### src/rtl/jpeg_enc_quant_pkg.sv
// Shared types, widths and tables for the JPEG quantizer: FSM states, zigzag order and
// quality-50 Annex K quantization tables (natural row-major order).
package jpeg_enc_quant_pkg;

    localparam int unsigned COEF_W  = 18;
    localparam int unsigned QOUT_W  = 12;
    localparam int unsigned RECIP_W = 16;
    localparam int unsigned IDX_W   = 6;
    localparam int unsigned QMAX    = 2047;

    typedef enum logic [1:0] {
        StIdle,
        StRun,
        StDrain,
        StExit
    } state_e;

    // Zigzag position -> natural index.
    localparam logic [IDX_W-1:0] ZZ [64] = '{
         0,  1,  8, 16,  9,  2,  3, 10,
        17, 24, 32, 25, 18, 11,  4,  5,
        12, 19, 26, 33, 40, 48, 41, 34,
        27, 20, 13,  6,  7, 14, 21, 28,
        35, 42, 49, 56, 57, 50, 43, 36,
        29, 22, 15, 23, 30, 37, 44, 51,
        58, 59, 52, 45, 38, 31, 39, 46,
        53, 60, 61, 54, 47, 55, 62, 63
    };

    localparam int unsigned Q_LUMA [64] = '{
        16,  11,  10,  16,  24,  40,  51,  61,
        12,  12,  14,  19,  26,  58,  60,  55,
        14,  13,  16,  24,  40,  57,  69,  56,
        14,  17,  22,  29,  51,  87,  80,  62,
        18,  22,  37,  56,  68, 109, 103,  77,
        24,  35,  55,  64,  81, 104, 113,  92,
        49,  64,  78,  87, 103, 121, 120, 101,
        72,  92,  95,  98, 112, 100, 103,  99
    };

    localparam int unsigned Q_CHROMA [64] = '{
        17,  18,  24,  47,  99,  99,  99,  99,
        18,  21,  26,  66,  99,  99,  99,  99,
        24,  26,  56,  99,  99,  99,  99,  99,
        47,  66,  99,  99,  99,  99,  99,  99,
        99,  99,  99,  99,  99,  99,  99,  99,
        99,  99,  99,  99,  99,  99,  99,  99,
        99,  99,  99,  99,  99,  99,  99,  99,
        99,  99,  99,  99,  99,  99,  99,  99
    };

    // round(65536 / q); only ever evaluated on constants at elaboration.
    function automatic logic [RECIP_W-1:0] recip_of(input int unsigned q);
        int unsigned r;
        r = (32'd65536 + q / 2) / q;
        return r[RECIP_W-1:0];
    endfunction

endpackage

### src/rtl/jpeg_enc_quant_if.sv
// Block-level bus of the quantizer: start/done handshake plus the dctdu read and qdu write ports.
interface jpeg_enc_quant_if;
    import jpeg_enc_quant_pkg::*;

    logic                      s_conv;
    logic [IDX_W-1:0]          dctdu_ram_ar;
    logic signed [COEF_W-1:0]  dctdu_ram_di;
    logic [IDX_W-1:0]          qdu_ram_aw;
    logic                      qdu_ram_we;
    logic signed [QOUT_W-1:0]  qdu_ram_do;
    logic                      e_conv;

    modport slave (
        input  s_conv,
        input  dctdu_ram_di,
        output dctdu_ram_ar,
        output qdu_ram_aw,
        output qdu_ram_we,
        output qdu_ram_do,
        output e_conv
    );

    modport master (
        output s_conv,
        output dctdu_ram_di,
        input  dctdu_ram_ar,
        input  qdu_ram_aw,
        input  qdu_ram_we,
        input  qdu_ram_do,
        input  e_conv
    );

endinterface

### src/rtl/jpeg_enc_qtab.sv
// Combinational reciprocal ROM: R = round(65536/Q[n]) for the luma or chroma table.
module jpeg_enc_qtab
    import jpeg_enc_quant_pkg::*;
(
    input  logic                i_chroma,
    input  logic [IDX_W-1:0]    i_idx,
    output logic [RECIP_W-1:0]  o_recip
);

    logic [RECIP_W-1:0] w_luma   [64];
    logic [RECIP_W-1:0] w_chroma [64];

    for (genvar n = 0; n < 64; n++) begin : g_rom
        localparam logic [RECIP_W-1:0] RLuma   = recip_of(Q_LUMA[n]);
        localparam logic [RECIP_W-1:0] RChroma = recip_of(Q_CHROMA[n]);
        assign w_luma[n]   = RLuma;
        assign w_chroma[n] = RChroma;
    end

    assign o_recip = i_chroma ? w_chroma[i_idx] : w_luma[i_idx];

endmodule

### src/rtl/jpeg_enc_quant.sv
// JPEG quantizer: reads a DCT block in zigzag order, multiplies by the table reciprocal with
// rounding and saturation, and writes the result to qdu RAM at the zigzag position.
module jpeg_enc_quant
    import jpeg_enc_quant_pkg::*;
#(
    parameter bit CHROMA = 1'b0
) (
    input  logic              clk,
    input  logic              reset_n,
    jpeg_enc_quant_if.slave   io_q
);

    state_e                    r_state;
    state_e                    w_state_nxt;
    logic [IDX_W-1:0]          r_cnt;
    logic [IDX_W-1:0]          w_cnt_nxt;

    logic                      r_v2;
    logic                      r_v3;
    logic                      r_we;
    logic [IDX_W-1:0]          r_idx2;
    logic [IDX_W-1:0]          r_idx3;
    logic [IDX_W-1:0]          r_pos2;
    logic [IDX_W-1:0]          r_pos3;
    logic [IDX_W-1:0]          r_aw;
    logic signed [COEF_W-1:0]  r_coef;
    logic signed [QOUT_W-1:0]  r_do;

    logic                      w_run;
    logic [IDX_W-1:0]          w_ar;
    logic [RECIP_W-1:0]        w_recip;
    logic [COEF_W-2:0]         w_mag;
    logic [33:0]               w_prod;
    logic [17:0]               w_qmag;
    logic [QOUT_W-1:0]         w_qext;
    logic [QOUT_W-1:0]         w_q;

    // ---------------- FSM ----------------
    always_ff @(posedge clk or negedge reset_n) begin
        if (!reset_n) begin
            r_state <= StIdle;
            r_cnt   <= '0;
        end else begin
            r_state <= w_state_nxt;
            r_cnt   <= w_cnt_nxt;
        end
    end

    always_comb begin
        w_state_nxt = r_state;
        w_cnt_nxt   = r_cnt;
        unique case (r_state)
            StIdle: begin
                w_cnt_nxt = '0;
                if (io_q.s_conv) w_state_nxt = StRun;
            end
            StRun: begin
                // Wraps to 0 after the 64th read, leaving the counter clean for the next block.
                w_cnt_nxt = r_cnt + 6'd1;
                if (r_cnt == 6'd63) w_state_nxt = StDrain;
            end
            StDrain: begin
                if (r_we && (r_aw == 6'd63)) w_state_nxt = StExit;
            end
            StExit: begin
                w_state_nxt = StIdle;
            end
            default: begin
                w_state_nxt = StIdle;
                w_cnt_nxt   = '0;
            end
        endcase
    end

    assign w_run = (r_state == StRun);
    assign w_ar  = w_run ? ZZ[r_cnt] : '0;

    // ---------------- Datapath ----------------
    jpeg_enc_qtab u_qtab (
        .i_chroma (CHROMA),
        .i_idx    (r_idx3),
        .o_recip  (w_recip)
    );

    always_comb begin
        if (r_coef == 18'sh20000) begin
            w_mag = 17'h1ffff;
        end else if (r_coef[COEF_W-1]) begin
            w_mag = 17'(18'd0 - r_coef);
        end else begin
            w_mag = r_coef[COEF_W-2:0];
        end
        w_prod = 34'(w_mag) * 34'(w_recip) + 34'd32768;
        w_qmag = 18'(w_prod >> 16);
        w_qext = (w_qmag > 18'(QMAX)) ? 12'(QMAX) : {1'b0, w_qmag[10:0]};
        w_q    = r_coef[COEF_W-1] ? (12'd0 - w_qext) : w_qext;
    end

    // Stage 2 tracks the RAM read latency; stage 3 holds the coefficient; stage 4 is the write.
    always_ff @(posedge clk or negedge reset_n) begin
        if (!reset_n) begin
            r_v2   <= 1'b0;
            r_v3   <= 1'b0;
            r_we   <= 1'b0;
            r_idx2 <= '0;
            r_idx3 <= '0;
            r_pos2 <= '0;
            r_pos3 <= '0;
            r_aw   <= '0;
            r_coef <= '0;
            r_do   <= '0;
        end else begin
            r_v2 <= w_run;
            if (w_run) begin
                r_idx2 <= w_ar;
                r_pos2 <= r_cnt;
            end
            r_v3 <= r_v2;
            if (r_v2) begin
                r_coef <= io_q.dctdu_ram_di;
                r_idx3 <= r_idx2;
                r_pos3 <= r_pos2;
            end
            r_we <= r_v3;
            if (r_v3) begin
                r_aw <= r_pos3;
                r_do <= w_q;
            end
        end
    end

    assign io_q.dctdu_ram_ar = w_ar;
    assign io_q.qdu_ram_aw   = r_aw;
    assign io_q.qdu_ram_we   = r_we;
    assign io_q.qdu_ram_do   = r_do;
    assign io_q.e_conv       = (r_state == StExit);

endmodule
### src/flat_wrapper.sv
// flat-port wrapper written by rule: the top's interface ports become plain ports
module jpeg_enc_quant_flat import jpeg_enc_quant_pkg::*;
#(
    parameter bit CHROMA = 1'b0
)
  (clk, reset_n, io_q_s_conv, io_q_dctdu_ram_di, io_q_dctdu_ram_ar, io_q_qdu_ram_aw, io_q_qdu_ram_we, io_q_qdu_ram_do, io_q_e_conv);
  jpeg_enc_quant_if io_q_i ();
  input  logic clk;
  input  logic reset_n;
  input wire logic [$bits(io_q_i.s_conv)-1:0] io_q_s_conv;
  input wire logic [$bits(io_q_i.dctdu_ram_di)-1:0] io_q_dctdu_ram_di;
  output wire logic [$bits(io_q_i.dctdu_ram_ar)-1:0] io_q_dctdu_ram_ar;
  output wire logic [$bits(io_q_i.qdu_ram_aw)-1:0] io_q_qdu_ram_aw;
  output wire logic [$bits(io_q_i.qdu_ram_we)-1:0] io_q_qdu_ram_we;
  output wire logic [$bits(io_q_i.qdu_ram_do)-1:0] io_q_qdu_ram_do;
  output wire logic [$bits(io_q_i.e_conv)-1:0] io_q_e_conv;
  assign io_q_i.s_conv = io_q_s_conv;
  assign io_q_i.dctdu_ram_di = io_q_dctdu_ram_di;
  assign io_q_dctdu_ram_ar = io_q_i.dctdu_ram_ar;
  assign io_q_qdu_ram_aw = io_q_i.qdu_ram_aw;
  assign io_q_qdu_ram_we = io_q_i.qdu_ram_we;
  assign io_q_qdu_ram_do = io_q_i.qdu_ram_do;
  assign io_q_e_conv = io_q_i.e_conv;
  jpeg_enc_quant #(.CHROMA(CHROMA)) u_core (.clk(clk), .reset_n(reset_n), .io_q(io_q_i));
endmodule
### config.mk
export PLATFORM = sky130hd
export DESIGN_NAME = jpeg_enc_quant_flat
export DESIGN_NICKNAME = d
export VERILOG_FILES = /design/src/rtl/jpeg_enc_quant_pkg.sv /design/src/rtl/jpeg_enc_quant_if.sv /design/src/rtl/jpeg_enc_qtab.sv /design/src/rtl/jpeg_enc_quant.sv /design/src/flat_wrapper.sv
export SDC_FILE = /design/constraint.sdc
export NUM_CORES = 1
export LEC_CHECK = 0
export CAP_MARGIN = 20
export CELL_PAD_IN_SITES_DETAIL_PLACEMENT = 1
export CELL_PAD_IN_SITES_GLOBAL_PLACEMENT = 2
export CORE_UTILIZATION = 30
export DETAILED_ROUTE_END_ITERATION = 8
export PLACE_DENSITY_LB_ADDON = 0.1
export SYNTH_ARGS = -nofsm -noshare
export SYNTH_HDL_FRONTEND = slang
export SYNTH_SLANG_ARGS = --single-unit
export TNS_END_PERCENT = 5
### constraint.sdc
create_clock -name clk -period 10.9 [get_ports clk]
set_clock_uncertainty 0.2 [all_clocks]
set_input_delay 1.09 -clock clk [delete_from_list [all_inputs] [get_ports clk]]
set_output_delay 1.09 -clock clk [all_outputs]
set_load 0.005 [all_outputs]
==> results of run 1 <==
==> cell families (layout without fill, tap and decap cells) <==
group | after synthesis | count (layout) | share of synthesized area (%)
muxes | 50 | 50 | 4.395
buffers and inverters | 357 | 356 | 9.780
AOI/OAI and AO/OA | 334 | 334 | 15.90
adders and majority gates | 309 | 309 | 36.74
xor gates and xnor gates | 27 | 27 | 1.702
DFF | 71 | 71 | 12.79
and+or+nand+nor | 557 | 557 | 18.69
==> worst max-delay path by stage <==
| stage | from | end | slack [ns] | cells past startpoint |
|---|---|---|---|---|
| floorplan | u_core.r_idx3[0]$_DFFE_PN0P_ | u_core.io_q.qdu_ram_do[8]$_DFFE_PN0P_ | 1.41 | 40 |
| global placement | u_core.r_idx3[0]$_DFFE_PN0P_ | u_core.io_q.qdu_ram_do[8]$_DFFE_PN0P_ | 0.65 | 33 |
| detailed placement | u_core.r_coef[0]$_DFFE_PN0P_ | u_core.io_q.qdu_ram_do[8]$_DFFE_PN0P_ | 0.48 | 34 |
| CTS | u_core.r_coef[0]$_DFFE_PN0P_ | u_core.io_q.qdu_ram_do[8]$_DFFE_PN0P_ | 0.46 | 34 |
| global route | u_core.r_idx3[0]$_DFFE_PN0P_ | u_core.io_q.qdu_ram_do[8]$_DFFE_PN0P_ | 0.03 | 34 |
| finish | u_core.r_idx3[0]$_DFFE_PN0P_ | u_core.io_q.qdu_ram_do[8]$_DFFE_PN0P_ | 0.60 | 34 |
==> through the flow <==
stage	hold WS (ns)	setup slack (ns)	util (%)	std cells	cell area, um^2
final	0.2903	0.6029	33.53	2304	15280
after detailed placement	0.2716	0.4796	32.81	2287	14950
after floorplan	0.1519	1.412	-	1705	13890
after global placement	0.2678	0.6546	32.81	2287	14950
after global routing	0.3154	0.02821	33.53	2304	15280
after CTS	0.2920	0.4554	33.44	2303	15240
==> final cells by class <==
type,instances,area share [%]
multi-input combinational,1277,70.48
sequential,71,11.63
inverter,264,6.484
tap,600,4.912
timing repair buffer,76,4.601
clock buffer,9,1.474
clock inverter,7,0.4094
==> flip-flops by register name (all words and copies together), names as in the netlist <==
register	count
u_core.r_v3	1
u_core.r_pos2	6
u_core.r_idx3	6
u_core.r_state	2
u_core.r_cnt	6
u_core.io_q.qdu_ram_do	12
u_core.r_pos3	6
u_core.r_v2	1
u_core.io_q.qdu_ram_we	1
u_core.r_coef	18
u_core.io_q.qdu_ram_aw	6
u_core.r_idx2	6
==> layout by cell type (no fill, tap or decap), drive strengths merged, types with 26 or more instances in the layout <==
cell type | netlist | layout
a21oi | 79 | 79
buf | 15 | 31
clkdlybuf4s50 | 0 | 45
dfrtp | 71 | 71
fa | 165 | 165
ha | 144 | 144
inv | 263 | 267
mux2 | 38 | 38
nand2 | 182 | 182
nand2b | 31 | 31
nand3 | 26 | 26
nor2 | 180 | 180
o21ai | 92 | 92
==> metal layers <==
layer / vias to the layer above / GRT usage (%) / wire, um
met3: 22 / 1.551 / 938
li1: 5631 / - / -
met1: 6198 / 29.53 / 22970
met4: 0 / 2.723 / 405
met2: 141 / 38.58 / 24310
met5: - / 0 / 0
==> impl_metrics.tcl, run 1 <==
set metrics [dict create \
    htreeDepth 3 \
    fin_nets 2029 \
    critPathMaxFanout 19 \
    finalCritPeriodShare_pct 94.47 \
    layout-drive-gt1-share_pct 7.277 \
    yosysMostFrequentCell "inv_1" \
    worstSetupPathType "reg -> reg" \
    netlist_area_um2 13890 \
    synthTopCellsByCount "inv_1 (262), nand2_1 (182), nor2_1 (180), fa_1 (165), ha_1 (144)" \
    row_count 78 \
    worst_pin_slew_ns 0.9512 \
    crit_required_ns 10.94 \
    slew_violations 0 \
    cts_buffers 9 \
    cts_setup_buffers 0 \
    synth_seq_cells 71 \
    first_pass_iters 4 \
    start_util_pct 30.48 \
    synth_top_cell_by_area "fa_1" \
    tns_ns 0 \
    multiInputGateArea_um2 10770 \
    die_area_um2 47180 \
    fin_crit_ns 10.30 \
    synth-main-ff-cell "dfrtp_1" \
    synth_top_area_share_pct 23.78 \
    drv_cap 0 \
    finalHoldViolCount 0 \
    crit_path_end_kind "register" \
    hold_end "u_core.r_pos2[5]$_DFFE_PN0P_" \
    rsz0062_at_grt "no" \
    cts_hold_buffers 0 \
    path_clk_slew_ns 0.07 \
    track_usage_pct 21.76 \
    grt_pass1_wl_um 79270 \
    ys_seq_area_share_pct 12.79 \
    ios 47 \
    grt-ovfl-total 0 \
    cp.arrival_ns 10.34 \
    die_h_um 217.2 \
    grt_pass1_vias 13424 \
    ctsResizeCount 0 \
    detail-route-antenna-nets 0 \
    cts_tree "built" \
    hpwl_um 40360 \
    slowest_stage "mux4_2" \
    n_fill_cell 5352 \
    r2r_slack_ns 0.60 \
    timing.critical_path.buf_inv 6 \
    hold_depth 1 \
    cts.sinks 71 \
    drt_iter0_drc 538 \
    yosys-top-cells-area "fa_1 (24%), ha_1 (13%), dfrtp_1 (13%), inv_1 (7.1%), nand2_1 (4.9%)" \
    cts_root_buf "clkbuf_16" \
    syn2layout_area_growth_pct 9.997 \
    core_um2 45580 \
    r2r_end "u_core.io_q.qdu_ram_do[8]$_DFFE_PN0P_" \
    regArea_um2 1778 \
    clock_latency_ns 0.36 \
    worstSetupStartpointType "register" \
    vias_per_cell 5.205 \
    wl_per_cell_um 21.11 \
    drcViolationCount 0 \
    max_freq_ghz 0.09712 \
    antenna_found_initial 0 \
    num_antenna_cells 0 \
    synth_warnings 0 \
    syn_area_per_cell_um2 8.149 \
    port_buffers 46 \
    reg2reg_depth 34 \
    num_vias 11992 \
    r2r_start "u_core.r_idx3[0]$_DFFE_PN0P_" \
    synthArstFlopShare_pct 100.0 \
    synth_nets 2035 \
    slew_headroom_pct 36.58 \
    wirelength_um 48630 \
    setup_viol 0 \
    min_from "u_core.r_pos2[5]$_DFFE_PN0P_" \
    clockBufferDepth 2 \
    synth_edf_count 0 \
    ys_types 88 \
    grt_max_degree 57 \
    status "complete, no violations" \
    routabilityCongestion 0.8276 \
    max_stage_delay_ns 0.71 \
    hold_path_class "reg -> reg" \
    die_w_um 217.2 \
    synthCells 1705 \
    cpLargestDelayFamily "adder cells" \
]
Power of run 1 is not shown: default switching activity piles up to over one toggle a cycle in this logic, so the estimate is an artifact.
==> run 2, diff against run 1 <==
--- a/config.mk
+++ b/config.mk
@@ -9,6 +9,7 @@
 export CELL_PAD_IN_SITES_DETAIL_PLACEMENT = 1
 export CELL_PAD_IN_SITES_GLOBAL_PLACEMENT = 2
 export CORE_UTILIZATION = 30
+export CTS_CLUSTER_SIZE = 20
 export DETAILED_ROUTE_END_ITERATION = 8
 export PLACE_DENSITY_LB_ADDON = 0.1
 export SYNTH_ARGS = -nofsm -noshare
==> results of run 2 <==
Final layout, timing and power as in run 1 (identical DEF).
Power of run 2 is left out for the same reason.
==> run 3, diff against run 2 <==
==> constraint.sdc (replaced) <==
create_clock -name clk -period 10.19 [get_ports clk]
set_clock_uncertainty 0.2 [all_clocks]
set_input_delay 1.019 -clock clk [delete_from_list [all_inputs] [get_ports clk]]
set_output_delay 1.019 -clock clk [all_outputs]
set_load 0.005 [all_outputs]
==> run 3 against run 2 <==
Effect of this change:
- routed wire length decreased by 0.74%
- worst setup slack got worse by 0.026 ns
- register-to-register slack got worse by 0.03 ns
- fmax is 7.1% higher
- die area stayed put
- critical path depth rose by 1
- critical path type unchanged
==> impl_metrics.tcl, run 3 (same netlist as run 1, synthesis figures left out) <==
set metrics [dict create \
    core_um2 45580 \
    final.setup.worst_slack_ns 0.5773 \
    grt_max_degree 64 \
    layoutNonFillerInstCount 2332 \
    row_count 78 \
    num_vias 12127 \
    detail-route-antenna-nets 0 \
    layout-drive-gt1-share_pct 9.994 \
    dp_cells 2307 \
    worstSetupPathType "reg -> reg" \
    setup_viol 0 \
    max_stage_delay_ns 0.64 \
    die_w_um 217.2 \
    slew_headroom_pct 37.90 \
    critPathMaxFanout 6 \
    fin_crit_ns 9.613 \
    regMostFlops "u_core.r_coef" \
    tns_ns 0 \
    path_clk_slew_ns 0.06 \
    routabilityCongestion 0.8468 \
    syn2layout_area_growth_pct 12.54 \
    ios 47 \
    slowest_stage "or4_4" \
    clock_latency_ns 0.34 \
    hpwl_um 39480 \
    crit_path_end_kind "register" \
    worstSetupStartpointType "register" \
    die_h_um 217.2 \
    cts_buffers 9 \
    drt_iter0_drc 650 \
    post-route-util_pct 34.31 \
    slew_violations 0 \
    first_pass_iters 5 \
    grt_pass1_vias 13017 \
    fin_nets 2056 \
    hold_path_class "reg -> reg" \
    port_buffers 46 \
    cts_hold_buffers 0 \
    cts_root_buf "clkbuf_16" \
    rsz0062_at_grt "no" \
    worst_pin_slew_ns 0.9315 \
    cts_tree "built" \
    max_freq_ghz 0.1040 \
    largest_register_ffs 18 \
    finalHoldViolCount 0 \
    cts.sinks 71 \
    wl_per_cell_um 20.70 \
    antenna_found_initial 2 \
    start_util_pct 30.48 \
    place_ws_ns 0.01779 \
    grt-ovfl-total 0 \
    cp.arrival_ns 9.64 \
    track_usage_pct 21.18 \
    htreeDepth 3 \
    crit_required_ns 10.22 \
    drcViolationCount 0 \
    wirelength_um 48270 \
    die_area_um2 47180 \
    clockBufferDepth 2 \
    vias_per_cell 5.200 \
    drv_cap 0 \
    mostFrequentLayoutCell "inv_1" \
    final_cell_mix "inv_1 (261), nand2_1 (179), nor2_1 (178)" \
    n_fill_cell 5419 \
    grt_pass1_wl_um 77170 \
    finalCritPeriodShare_pct 94.33 \
    status "complete, no violations" \
]
[run 3: cell count changes in the layout (fill, tap and decap cells not counted), sizes merged]
cell      delta
buf         +26
inv          -4
bufinv       +2
clkinv       +2
clkbuf       +1
clkinvlp     -1
diode        +1
or4          +1
[run 3: worst max-delay path: cells and delay by family, from the launching register on]
kind            cells  cell delay (ns)
simple gates       11             2.65
compound gates      7             1.61
buf+inv             6             0.36
mux                 1             0.22
flops               1             0.41
fa+ha+maj           9             3.70
xor+xnor            1             0.29
[run 3: what timing repair did]
| action | 4_1_cts | 5_1_grt |
|---|---|---|
| resized for setup | 0 | 33 |
| buffers inserted | 0 | 7 |
| setup endpoints to repair | 0 | 7 |
[run 3: final timing paths]
kind | slack (ns) | startpoint | endpoint | depth (start not counted)
worst max-delay path | 0.58 | u_core.r_coef[0]$_DFFE_PN0P_ | u_core.io_q.qdu_ram_do[8]$_DFFE_PN0P_ | 35
worst min-delay path | 0.28 | u_core.r_pos2[5]$_DFFE_PN0P_ | u_core.r_pos2[5]$_DFFE_PN0P_ | 1
worst max register to register | 0.58 | u_core.r_coef[0]$_DFFE_PN0P_ | u_core.io_q.qdu_ram_do[8]$_DFFE_PN0P_ | 35
worst min register to register | 0.28 | u_core.r_pos2[5]$_DFFE_PN0P_ | u_core.r_pos2[5]$_DFFE_PN0P_ | 1
max in group asynchronous | 8.42 | reset_n | u_core.r_idx3[3]$_DFFE_PN0P_ | 2
min in group asynchronous | 0.29 | reset_n | u_core.io_q.qdu_ram_do[3]$_DFFE_PN0P_ | 1
[run 3: cell type report]
class / instances / area (um^2) / share of cell area, %
clock buffer: 10 / 229.0 / 1.464
tap: 600 / 750.7 / 4.801
clock inverter: 6 / 93.84 / 0.6001
inverter: 264 / 994.7 / 6.362
timing repair buffer: 102 / 907.1 / 5.801
multi-input combinational: 1278 / 10880 / 69.58
antenna: 1 / 2.502 / 0.01600
sequential: 71 / 1779 / 11.38
[run 3: metal layers]
| metal | wire (um) | share of wire, % | global-route usage (%) |
|---|---|---|---|
| met1 | 22810 | 47 | 28.98 |
| met2 | 22990 | 48 | 35.51 |
| met3 | 1472 | 3.0 | 2.376 |
| met4 | 983 | 2.0 | 5.070 |
| met5 | 13 | 0.027 | 0 |
[run 3: per-stage QoR]
step	area [um^2]	hold WS, ns
floorplan	13890	0.1519
global placement	15130	0.2649
detailed placement	15130	0.2668
CTS	15450	0.2759
global route	15630	0.2898
finish	15640	0.2778
Power of run 3 is left out for the same reason.
